$ cat src/rtl/pwm_pkg.sv
// pwm_pkg: shared widths, default parameters and the duty clamp helper for
// the PWM output stage.
//   DUTY_W        - width of the duty word and the period counter
//   PERIOD_DEF    - default ticks per PWM period
//   PRESC_DIV_DEF - default clocks per counter tick (prescaler builds only)
//   clamp_duty()  - min(duty, period), unsigned 7-bit
package pwm_pkg;

    localparam int DUTY_W        = 7;
    localparam int PERIOD_DEF    = 100;
    localparam int PRESC_DIV_DEF = 1;

    function automatic logic [DUTY_W-1:0] clamp_duty(
        input logic [DUTY_W-1:0] duty,
        input logic [DUTY_W-1:0] period
    );
        return (duty > period) ? period : duty;
    endfunction

endpackage

$ cat src/rtl/pwm_presc.sv
// pwm_presc: tick generator for the PWM period counter.
// An 8-bit count runs 0..PRESC_DIV-1; tick is high on the clock where the
// count sits at PRESC_DIV-1, after which the count wraps to 0.
// Ports:
//   clk   - system clock
//   rst_n - asynchronous active-low reset
//   clr   - synchronous clear of the count (held while the PWM is disabled)
//   tick  - one-clock enable for the period counter
module pwm_presc #(
    parameter int PRESC_DIV = 1
) (
    input  logic clk,
    input  logic rst_n,
    input  logic clr,
    output logic tick
);

    localparam logic [7:0] LAST = 8'(PRESC_DIV - 1);

    logic [7:0] count;

    always_ff @(posedge clk or negedge rst_n) begin
        if (!rst_n) begin
            count <= '0;
        end else if (clr || count == LAST) begin
            count <= '0;
        end else begin
            count <= count + 8'd1;
        end
    end

    assign tick = !clr && (count == LAST);

endmodule

$ cat src/rtl/pwm_core.sv
// pwm_core: PWM output stage fed by the duty-cycle selector mux.
// A free-running period counter (0..PERIOD-1) advances on each tick; the
// duty word is clamped to PERIOD and captured into a shadow register only at
// the period wrap (or continuously while disabled), so selector changes never
// produce a runt pulse.
// Optional build macro: PWM_PRESCALER_EN - when defined, ticks come from
// pwm_presc every PRESC_DIV clocks; otherwise the counter ticks every clock.
// Ports:
//   clk          - system clock, rising edge
//   rst_n        - asynchronous active-low reset
//   en           - run enable, level-sensitive
//   duty         - requested duty in ticks
//   pwm_out      - registered PWM waveform
//   period_end   - one-clock pulse on the first clock of each period
//   duty_latched - duty value currently in effect
module pwm_core
    import pwm_pkg::*;
#(
    parameter int PERIOD    = PERIOD_DEF,
    parameter int PRESC_DIV = PRESC_DIV_DEF
) (
    input  logic              clk,
    input  logic              rst_n,
    input  logic              en,
    input  logic [DUTY_W-1:0] duty,
    output logic              pwm_out,
    output logic              period_end,
    output logic [DUTY_W-1:0] duty_latched
);

    localparam logic [DUTY_W-1:0] PER  = DUTY_W'(PERIOD);
    localparam logic [DUTY_W-1:0] LAST = DUTY_W'(PERIOD - 1);

    if (PERIOD < 2 || PERIOD > 127) begin : g_bad_period
        $error("pwm_core: PERIOD must be within 2..127");
    end
    if (PRESC_DIV < 1 || PRESC_DIV > 255) begin : g_bad_presc
        $error("pwm_core: PRESC_DIV must be within 1..255");
    end

    logic              tick;
    logic [DUTY_W-1:0] cnt;
    logic [DUTY_W-1:0] cnt_nxt;
    logic [DUTY_W-1:0] duty_sh;
    logic [DUTY_W-1:0] duty_eff;

`ifdef PWM_PRESCALER_EN
    pwm_presc #(
        .PRESC_DIV (PRESC_DIV)
    ) u_presc (
        .clk   (clk),
        .rst_n (rst_n),
        .clr   (!en),
        .tick  (tick)
    );
`else
    assign tick = 1'b1;
`endif

    assign duty_eff = clamp_duty(duty, PER);
    // cnt never exceeds PERIOD-2 on this path, so the increment cannot wrap
    assign cnt_nxt  = cnt + 1'b1;

    always_ff @(posedge clk or negedge rst_n) begin
        if (!rst_n) begin
            cnt        <= LAST;
            duty_sh    <= '0;
            pwm_out    <= 1'b0;
            period_end <= 1'b0;
        end else if (!en) begin
            // parked at LAST so the first tick after enable wraps straight away
            cnt        <= LAST;
            duty_sh    <= duty_eff;
            pwm_out    <= 1'b0;
            period_end <= 1'b0;
        end else if (tick) begin
            if (cnt == LAST) begin
                cnt        <= '0;
                duty_sh    <= duty_eff;
                pwm_out    <= (duty_eff != '0);
                period_end <= 1'b1;
            end else begin
                cnt        <= cnt_nxt;
                pwm_out    <= (cnt_nxt < duty_sh);
                period_end <= 1'b0;
            end
        end else begin
            period_end <= 1'b0;
        end
    end

    assign duty_latched = duty_sh;

endmodule

$ cat config.mk
export PLATFORM = sky130hd
export DESIGN_NAME = pwm_core
export DESIGN_NICKNAME = d
export VERILOG_FILES = /design/src/rtl/pwm_pkg.sv /design/src/rtl/pwm_presc.sv /design/src/rtl/pwm_core.sv
export SDC_FILE = /design/constraint.sdc
export NUM_CORES = 1
export LEC_CHECK = 0
export BUFFER_PORTS_ARGS = -buffer_cell sky130_fd_sc_hd__buf_4
export CAP_MARGIN = 20
export CORE_MARGIN = 2
export CORE_UTILIZATION = 47
export CTS_CLUSTER_SIZE = 16
export DETAILED_ROUTE_END_ITERATION = 7
export HOLD_SLACK_MARGIN = 0.02
export PLACE_DENSITY = 0.77
export SLEW_MARGIN = 20
export SYNTH_ARGS = -nofsm -noshare
export SYNTH_HDL_FRONTEND = slang
export SYNTH_SLANG_ARGS = --single-unit
$ cat constraint.sdc
create_clock -name clk -period 2.4 [get_ports clk]
set_clock_uncertainty 0.2 [all_clocks]
set_input_delay 0.24 -clock clk [delete_from_list [all_inputs] [get_ports clk]]
set_output_delay 0.24 -clock clk [all_outputs]
set_load 0.02 [all_outputs]
# ---- Word-level counts from Yosys, hierarchy flattened
# Index checks and enable logic that the tools add are counted.
dict set report totals {
  register_bits 16
  in_bits 10
  wordCells 19
  out_inout_bits 9
}
dict set report classes {
  n_reduce_logical 1
  mux 9
  n_eq_ne 2
  magnitude_cmp 2
  n_addsub 1
}
# op count
set ops {}
lappend ops {{$mux W7} 5}
lappend ops {{$add A7 B1 Y7 const B} 1}
lappend ops {{$eq A7 B7 Y1 const B} 1}
lappend ops {{$gt A7 B7 Y1 const B} 1}
lappend ops {{$lt A7 B7 Y1} 1}
lappend ops {{$reduce_bool A7 Y1} 1}
lappend ops {{$mux W1} 4}
lappend ops {{$ne A2 B1 Y1 const B} 1}

# ---- Logic depth before layout (Yosys ltp)
# Gate-level depths: netlist of run 1.
dict set report depth {
  word_depth 5
  depth_mapped 10
  mapped_depth_nobuf 9
}

# ---- Least setup slack after synthesis of run 1
# Ideal clock, no wire load.
dict set report synth_path {
  path_type {reg-to-reg}
  start {register cnt[0]}
  end {register pwm_out}
  arrival_time_ns 1.977
  period_less_slack_ns 2.242
  setup_ns 0.065
  stages_incl_launch_ff 10
  slack_ns 0.158
  path_buffers 1
  required_time_ns 2.135
  cell_sequence {dfstp_2 ha_1 buf_2 nand3_1 xnor2_1 ha_1 a211oi_1 nor2_1 nor4_1 o21a_1}
}
dict set report synth_via {
  elab_chain_cells 4
  word_cells_on_any_way 5
  cone_classes {add/sub: 1; order compare: 1; eq/ne: 1; mux: 2}
}
# element line
set synth_rtl {}
lappend synth_rtl {{from (decl)} pwm_core.sv:42} ;# logic [DUTY_W-1:0] cnt;
lappend synth_rtl {{from (signal assigned)} pwm_core.sv:83} ;# cnt <= cnt_nxt;
lappend synth_rtl {{$add A7 B1 Y7} pwm_core.sv:62} ;# assign cnt_nxt = cnt + 1'b1;
lappend synth_rtl {{$lt A7 B7 Y1} pwm_core.sv:84} ;# pwm_out <= (cnt_nxt < duty_sh);
lappend synth_rtl {{$mux W1 (*)} pwm_core.sv:77} ;# if (cnt == LAST) begin
lappend synth_rtl {{$mux W1 (*)} pwm_core.sv:70} ;# end else if (!en) begin
lappend synth_rtl {{to (signal assigned)} pwm_core.sv:80} ;# pwm_out <= (duty_eff != '0);
lappend synth_rtl {{to (signal assigned)} pwm_core.sv:84}
lappend synth_rtl {{to (decl)} pwm_core.sv:26} ;# output logic pwm_out,
# Mark *: on every way between the ends. The rest lies on a longest branch, timed or not.
# A chain may end at the register's enable or synchronous reset.

# ---- Worst setup path after layout of run 1
# Same ends and word-level chain as after synthesis.

==> results.env, run 1 <==
POST_DRT_VIA_CELL_RATIO=5.37
TIMING_MAX_TRANSITION_VIOLATIONS_FINAL=0
CRITICAL_PATH_CLASS='flip-flop to flip-flop'
POST-ROUTE-PERIOD-UTIL=0.972
CRITICAL_PATH_PEAK_FANOUT=4
CTS_MAX_LEVEL=1
FIN_CRIT_NS=2.33
POST_SYNTHESIS_MUX_AREA_SHARE=0
POSTLAYOUTSETUPSLACKWORST_NS=0.0663
YS_SEQ_AREA_FRAC=0.443
YS_ASYNC_SR_FRACTION=1.00
SYNTHXORXNORAREAFRAC=0.0478
GLOBALPLACE.CONGESTION=0.924
CTS_TREE='yes'
CLK_PIN_SLEW_WORST_PATHS_NS=0.09
DETAIL_ROUTE.WIRELENGTH_UM=2140
DRV_CAP=0
SYNTH.CELLS.MOST_FREQUENT='sky130_fd_sc_hd__dfrtp_1, sky130_fd_sc_hd__inv_1, sky130_fd_sc_hd__nor2_1, sky130_fd_sc_hd__ha_1, sky130_fd_sc_hd__o21ai_0'
YOSYS.CELL_COUNT.TOP_TYPE='sky130_fd_sc_hd__dfrtp_1'
YS_TYPES=31
WORSTHOLDSTART='duty[6]'
ROUTED-WL-MET2_UM=1070
SYNTH_AREA_UM2=916
FINAL-HOLD-VIOLATION-COUNT=0
DESIGN.DIE.AREA_UM2=2320
GRT_REMAINING_OVERFLOW=0
MET1WIRELENGTH_UM=932
SYNTH-EDFF-COUNT=0
REMAINING_ROUTING_DRC_VIOLATIONS=0
FP.COREAREA_UM2=1780
FIN_NETS=136
WORST_SKEW_PAIR.LATE_LATENCY_NS=0.28
POWER_PER_CELL_AREA_nW_PER_UM2=1100
NUMBER_OF_GLOBAL_ROUTE_VIAS_BEFORE_REPAIR=814
SIMPLE_GATE_FRACTION_OF_SYNTH_AREA=0.157
ROUTE.DETAILED.WL_PER_INST_UM=14.9
YOSYS_WARNINGS=0
CRIT_PATH_START_KIND='flip-flop'
SETUP_VIOL=0
SYNTH_COMPOUND_GATE_AREA_SHARE=0.219
FMAX_MHz=429
MAX_SLEW.WORST_PIN.SLEW_NS=0.377
ROUTED-VIA-COUNT=768
IO_PINS=19
TOTALPOWERFINAL_mW=1.36
INITIAL_UTILIZATION=0.514
DOMINANT_COMBINATIONAL_CELL_FAMILY_BY_AREA_AFTER_SYNTHESIS='compound AO/OA/AOI/OAI gates'
POST_SYNTH_INST_COUNT=88
SLEW_HEADROOM=0.748
DRT_FIRST_ITER_VIOLATIONS=25
SYNTHTOLAYOUTAREAGROWTH_PCT=35.7
GRT_MAX_DEGREE=17
SYNTH_TOP_FLOP_CELL='sky130_fd_sc_hd__dfrtp_1'
GRT.TOTAL_USAGE=0.229
SYNTH.NET_COUNT=105
FP.DIEW_UM=48.1
HP-CLASS='input pin to flip-flop'
MAX-CLOCK-PATH-BUFFERS=2
SYNTH_LARGEST_TYPE_AREA_FRACTION=0.328
MET3_ROUTED_WIRELENGTH_UM=117
FP-ROW-COUNT=15
NUMCTSBUFFERS=3
PLACE.DETAILED.INSTANCES=131
LAYOUTNONFILLERINSTCOUNT=143
POST-ROUTE-UTIL=0.697
SYNTH_ADDER_AREA_SHARE=0.0956
NUMCLOCKSINKS=16
BUFFER_PORTS.INSERTED=18
MAX_LAYER_USED='met4'
INSERTEDDIODECOUNT=0
CRITPATHLAUNCH='cnt[0]'
ANTENNA_FOUND_INITIAL=0
ROOT_BUFFER='sky130_fd_sc_hd__clkbuf_4'
POST_ROUTE_CELLS_DRIVE_ABOVE_1_SHARE=0.373
CP.REQUIRED_NS=2.43
OUTCOME='finished, final reports clean'
SYNTH_AREA_LEADER_CELL='sky130_fd_sc_hd__dfrtp_1'
FP.DIEH_UM=48.1
TOTAL_LEAKAGE_POWER_nW=0.587
WORST_IR_DROP_VDD_mV=0.681
ANT_NETS=0
R2R-START='cnt[0]'
DP_HPWL_UM=1500
GRT_FIRST_PASS_WIRELENGTH_UM=3670
SYNTH_SEQ_CELLS=16
POST-PLACE-WS_NS=0.0522
END_KIND='flip-flop'
YS_TOP_CELLS_BY_AREA='sky130_fd_sc_hd__dfrtp_1, sky130_fd_sc_hd__dfstp_2, sky130_fd_sc_hd__ha_1, sky130_fd_sc_hd__a22o_1, sky130_fd_sc_hd__o21ai_0'
SYNTHESIS.AREA_PER_INSTANCE_UM2=10.4
CP.ARRIVAL_NS=2.37
DETAIL_ROUTE.FIRST_PASS.ITERATIONS=4
repair_timing:
action | in CTS | in global routing
setup endpoints to repair | 0 | 1
setup buffers | 0 | 1
gates resized for setup | 0 | 8
hold buffers | 7 | 0
hold endpoints to repair | 24 | 0
per-layer routing:
metal,GRT usage,up-vias
met2,0.395,34
met1,0.295,362
met4,0.0649,0
met5,0,-
met3,0.0370,2
li1,-,370
area by class of cell:
| type | instances | area [um^2] |
|---|---|---|
| fillers | 149 | 541 |
| multi-input cells | 63 | 519 |
| flip-flops and latches | 16 | 405 |
| repair buffers | 27 | 220 |
| clock buffers | 4 | 36.3 |
| well taps | 25 | 31.3 |
| inverters | 8 | 30.0 |
flip-flops by register name (all words and copies together) (netlist names):
name and count:
period_end 1, duty_latched 7, cnt 7, pwm_out 1
power breakdown:
group | internal [mW] | switching, mW | leakage (nW) | total [mW]
sequential | 0.373 | 0.0973 | 0.194 | 0.470
combinational | 0.336 | 0.382 | 0.372 | 0.718
clock | 0.0924 | 0.0847 | 0.0210 | 0.177
through the flow:
stage                     TNS [ns]  hold WS (ns)  cell area [um^2]
after detailed placement         0       -0.0902              1080
after CTS                        0        0.0375              1190
final                            0        0.0390              1240
after floorplan                  0        -0.256               916
after global routing       -0.0820        0.0735              1240
after global placement           0       -0.0929              1080
cells by family (layout without fill, tap and decap cells):
| family | count (synthesis) | count (layout) |
|---|---|---|
| buffers and inverters | 9 | 39 |
| AO/OA/AOI/OAI | 24 | 24 |
| XOR/XNOR | 5 | 5 |
| AND/OR/NAND/NOR | 27 | 27 |
| flip-flops | 16 | 16 |
| adder cells (fa/ha/maj) | 7 | 7 |
worst max-delay path, cell delays in order, from the launching register on:
cell                       delay (ns)
sky130_fd_sc_hd__dfstp_2         0.58
sky130_fd_sc_hd__ha_4            0.16
sky130_fd_sc_hd__nand3_1         0.15
sky130_fd_sc_hd__xnor2_2         0.19
sky130_fd_sc_hd__ha_1            0.30
sky130_fd_sc_hd__a211oi_1        0.23
sky130_fd_sc_hd__nor2_1          0.09
sky130_fd_sc_hd__nor4_2          0.22
sky130_fd_sc_hd__o21a_1          0.16
cell usage in the layout, fill, tap and decap left out, types with 3 or more instances in the layout:
cell / instances
sky130_fd_sc_hd__nand2_1: 5
sky130_fd_sc_hd__clkbuf_4: 3
sky130_fd_sc_hd__a22o_1: 4
sky130_fd_sc_hd__dlygate4sd3_1: 7
sky130_fd_sc_hd__o21ai_0: 7
sky130_fd_sc_hd__nand3_1: 4
sky130_fd_sc_hd__inv_1: 8
sky130_fd_sc_hd__ha_1: 6
sky130_fd_sc_hd__nor2_2: 3
sky130_fd_sc_hd__buf_4: 20
sky130_fd_sc_hd__nor2_1: 6
sky130_fd_sc_hd__and2_2: 3
sky130_fd_sc_hd__dfstp_2: 4
sky130_fd_sc_hd__dfrtp_1: 12
worst paths after layout:
kind / cells after the start / endpoint / slack (ns)
setup / recovery: 8 / pwm_out / 0.07
setup reg to reg: 8 / pwm_out / 0.07
hold / removal: 3 / duty_latched[6] / 0.04
min in group asynchronous: 2 / cnt[2] / 0.14
hold reg to reg: 1 / duty_latched[1] / 0.35
max in group asynchronous: 2 / cnt[5] / 1.62
No activity file was read; power rests on OpenSTA's default activity.
==> run 2: changes to the inputs <==
--- a/config.mk
+++ b/config.mk
@@ -7,12 +7,15 @@
 export LEC_CHECK = 0
 export BUFFER_PORTS_ARGS = -buffer_cell sky130_fd_sc_hd__buf_4
 export CAP_MARGIN = 20
+export CELL_PAD_IN_SITES_DETAIL_PLACEMENT = 0
+export CELL_PAD_IN_SITES_GLOBAL_PLACEMENT = 1
+export CORE_ASPECT_RATIO = 0.6
 export CORE_MARGIN = 2
-export CORE_UTILIZATION = 47
+export CORE_UTILIZATION = 36
 export CTS_CLUSTER_SIZE = 16
 export DETAILED_ROUTE_END_ITERATION = 7
 export HOLD_SLACK_MARGIN = 0.02
-export PLACE_DENSITY = 0.77
+export PLACE_DENSITY = 0.76
 export SLEW_MARGIN = 20
 export SYNTH_ARGS = -nofsm -noshare
 export SYNTH_HDL_FRONTEND = slang
==> run 2 against run 1 <==
Net effect: non-clock buffer count is 1 lower; critical path depth stayed put; global-route usage is 6.8 points lower; cell count is 4.2% higher; worst setup slack better by 0.065 ns; utilization is 19 points lower; sequential power hardly changed; register-to-register slack better by 0.07 ns; first-iteration DRC count is 36% higher; largest cell class unchanged; clock-buffer cell count stayed put; power is 2.2% higher; critical endpoint unchanged; largest power group unchanged.
==> results.env, run 2 (synthesized netlist as in run 1, its figures left out) <==
CTS_TREE='yes'
FIN_CRIT_NS=2.27  # -0.0654 ns
GRT_FIRST_PASS_WIRELENGTH_UM=3530  # -4.0%
ROUTE.DETAILED.WL_PER_INST_UM=14.6  # -2.5%
POST-ROUTE-PERIOD-UTIL=0.945  # -0.0273
GRT_SETUP_UNREPAIRED='no'
WORST_IR_DROP_VDD_mV=0.538  # -21%
FP.DIEH_UM=43.1  # -11%
DRV_CAP=0  # unchanged
ROOT_BUFFER='sky130_fd_sc_hd__clkbuf_8'
CTS_MAX_LEVEL=1  # unchanged
DETAIL_ROUTE.FIRST_PASS.ITERATIONS=4  # unchanged
GLOBALPLACE.CONGESTION=0.801  # -13%
LAYOUT.CELLS.MOST_COMMON_LIST='sky130_fd_sc_hd__buf_4, sky130_fd_sc_hd__dfrtp_1, sky130_fd_sc_hd__inv_1, sky130_fd_sc_hd__nor2_1, sky130_fd_sc_hd__o21ai_0'
CRITPATHLAUNCH='cnt[0]'
POST_ROUTE_CELLS_DRIVE_ABOVE_1_SHARE=0.342  # -0.0310
INITIAL_UTILIZATION=0.373  # -0.140
DP_HPWL_UM=1600  # +6.2%
DRT_FIRST_ITER_VIOLATIONS=34  # +36%
CRIT_PATH_START_KIND='flip-flop'
ANTENNA_FOUND_INITIAL=0  # unchanged
CP.REQUIRED_NS=2.39  # -0.04 ns
LAYOUTNONFILLERINSTCOUNT=149  # +4.2%
R2R-START='cnt[0]'
FMAX_MHz=441  # +2.9%
MAX_SLEW.WORST_PIN.SLEW_NS=0.434  # +0.0569 ns
FP.DIEW_UM=69.1  # +44%
FINAL-HOLD-VIOLATION-COUNT=0  # unchanged
GRT.TOTAL_USAGE=0.162  # -0.0675
ROUTED-VIA-COUNT=741  # -3.5%
TOTAL_LEAKAGE_POWER_nW=0.574  # -2.2%
REMAINING_ROUTING_DRC_VIOLATIONS=0  # unchanged
CRITICAL-PATH-SLOWEST-CELL='sky130_fd_sc_hd__dfstp_2'
TOTALPOWERFINAL_mW=1.39  # +2.2%
GRT_REMAINING_OVERFLOW=0  # unchanged
TIMING_MAX_TRANSITION_VIOLATIONS_FINAL=0  # unchanged
ANT_NETS=0  # unchanged
LARGEST_DELAY_SHARE_FAMILY_WORST_PATH='flip-flops'
DETAIL_ROUTE.WIRELENGTH_UM=2170  # +1.6%
MAX-CLOCK-PATH-BUFFERS=2  # unchanged
TIMING.CRITICAL_PATH.CELLS='ha_4 -> nand3_1 -> xnor2_1 -> ha_1 -> a211oi_2 -> nor2_1 -> nor4_2 -> o21a_1'
NUMCLOCKSINKS=16  # unchanged
PLACE.DETAILED.INSTANCES=138  # +5.3%
DESIGN.DIE.AREA_UM2=2980  # +28%
BUFFER_PORTS.INSERTED=18  # unchanged
WORST_SKEW_PAIR.LATE_LATENCY_NS=0.25  # -0.03 ns
CP.ARRIVAL_NS=2.26  # -0.11 ns
FILL_CELLS=242  # +62%
POST_DRT_VIA_CELL_RATIO=4.97  # -7.4%
NUMCTSBUFFERS=3  # unchanged
NUMBER_OF_GLOBAL_ROUTE_VIAS_BEFORE_REPAIR=688  # -15%
CLK_PIN_SLEW_WORST_PATHS_NS=0.07  # -0.02 ns
MOST_FREQUENT_STANDARD_CELL_IN_THE_LAYOUT_EXCLUDING_FILL_AND_TAP_CELLS='sky130_fd_sc_hd__buf_4'
POWER_PER_CELL_AREA_nW_PER_UM2=1130  # +2.8%
IO_PINS=19  # unchanged
CRITICAL_PATH_PEAK_FANOUT=4  # unchanged
END_KIND='flip-flop'
OUTCOME='finished, final reports clean'
GRT_MAX_DEGREE=17  # unchanged
HP-CLASS='input pin to flip-flop'
WORSTHOLDSTART='duty[2]'
POST-ROUTE-UTIL=0.504  # -0.193
SLEW_HEADROOM=0.710  # -0.0381
FIN_NETS=135  # -0.74%
TIMING.CRITICAL_PATH.BUF_INV=0  # unchanged
POST_DP_CELL_AREA_UM2=1090  # +0.81%
FINISHED_CELL_AREA_UM2=1230  # -0.60%
SYNTHTOLAYOUTAREAGROWTH_PCT=34.8
SETUP_VIOL=0  # unchanged
INSERTEDDIODECOUNT=0  # unchanged
FP.COREAREA_UM2=2450  # +38%
FP-ROW-COUNT=14  # -1
MAX_STAGE_DELAY_NS=0.58  # about the same
CRITICAL_PATH_CLASS='flip-flop to flip-flop'
TIMING.SETUP.TNS_NS=0  # unchanged
[run 2: per-stage QoR]
step                      setup slack [ns]  hold slack, ns
after floorplan                      0.158          -0.256
after global placement              0.0617         -0.0901
after detailed placement            0.0578         -0.0842
after CTS                           0.0221          0.0679
after global routing                0.0161          0.0928
final                                0.132          0.0676
[run 2: repair_timing]
action                                  CTS  global route
hold buffers                              6             0
endpoints found under the setup margin    0             1
setup buffers                             0             1
hold endpoints to repair                 22             0
gates resized for setup                   0             5
[run 2: cell type report]
cell class              instances  area (um^2)  share of cell area
repair buffers                 26          210               0.170
multi-input cells              63          504               0.408
well taps                      32         40.0              0.0324
clock buffers                   4         45.0              0.0365
flip-flops and latches         16          405               0.328
inverters                       8         30.0              0.0243
[run 2: power breakdown]
group | switching, mW | internal (mW)
Clock | 0.0909 | 0.118
Combinational | 0.382 | 0.337
Sequential | 0.0937 | 0.373
Total | 0.567 | 0.828
[run 2: layer usage]
| metal | up-vias | part of all wire | track usage |
|---|---|---|---|
| li1 | 370 | - | - |
| met1 | 345 | 0.54 | 0.241 |
| met2 | 24 | 0.39 | 0.212 |
| met3 | 2 | 0.071 | 0.0689 |
| met4 | 0 | 0.0037 | 0.0353 |
| met5 | - | 0 | 0 |
[run 2: final timing paths]
| kind | slack (ns) | endpoint | cells after the start |
|---|---|---|---|
| max in group asynchronous | 1.55 | cnt[0] | 2 |
| worst max-delay path | 0.13 | pwm_out | 8 |
| min in group asynchronous | 0.19 | duty_latched[5] | 2 |
| worst min-delay path | 0.07 | duty_latched[2] | 3 |
| worst min register to register | 0.35 | duty_latched[3] | 1 |
| worst max register to register | 0.13 | pwm_out | 8 |
[run 2: worst min-delay path, delay by kind of cell]
kind,cells,cell delay [ns]
AO/OA/AOI/OAI,1,0.06
buffers and inverters,2,0.17
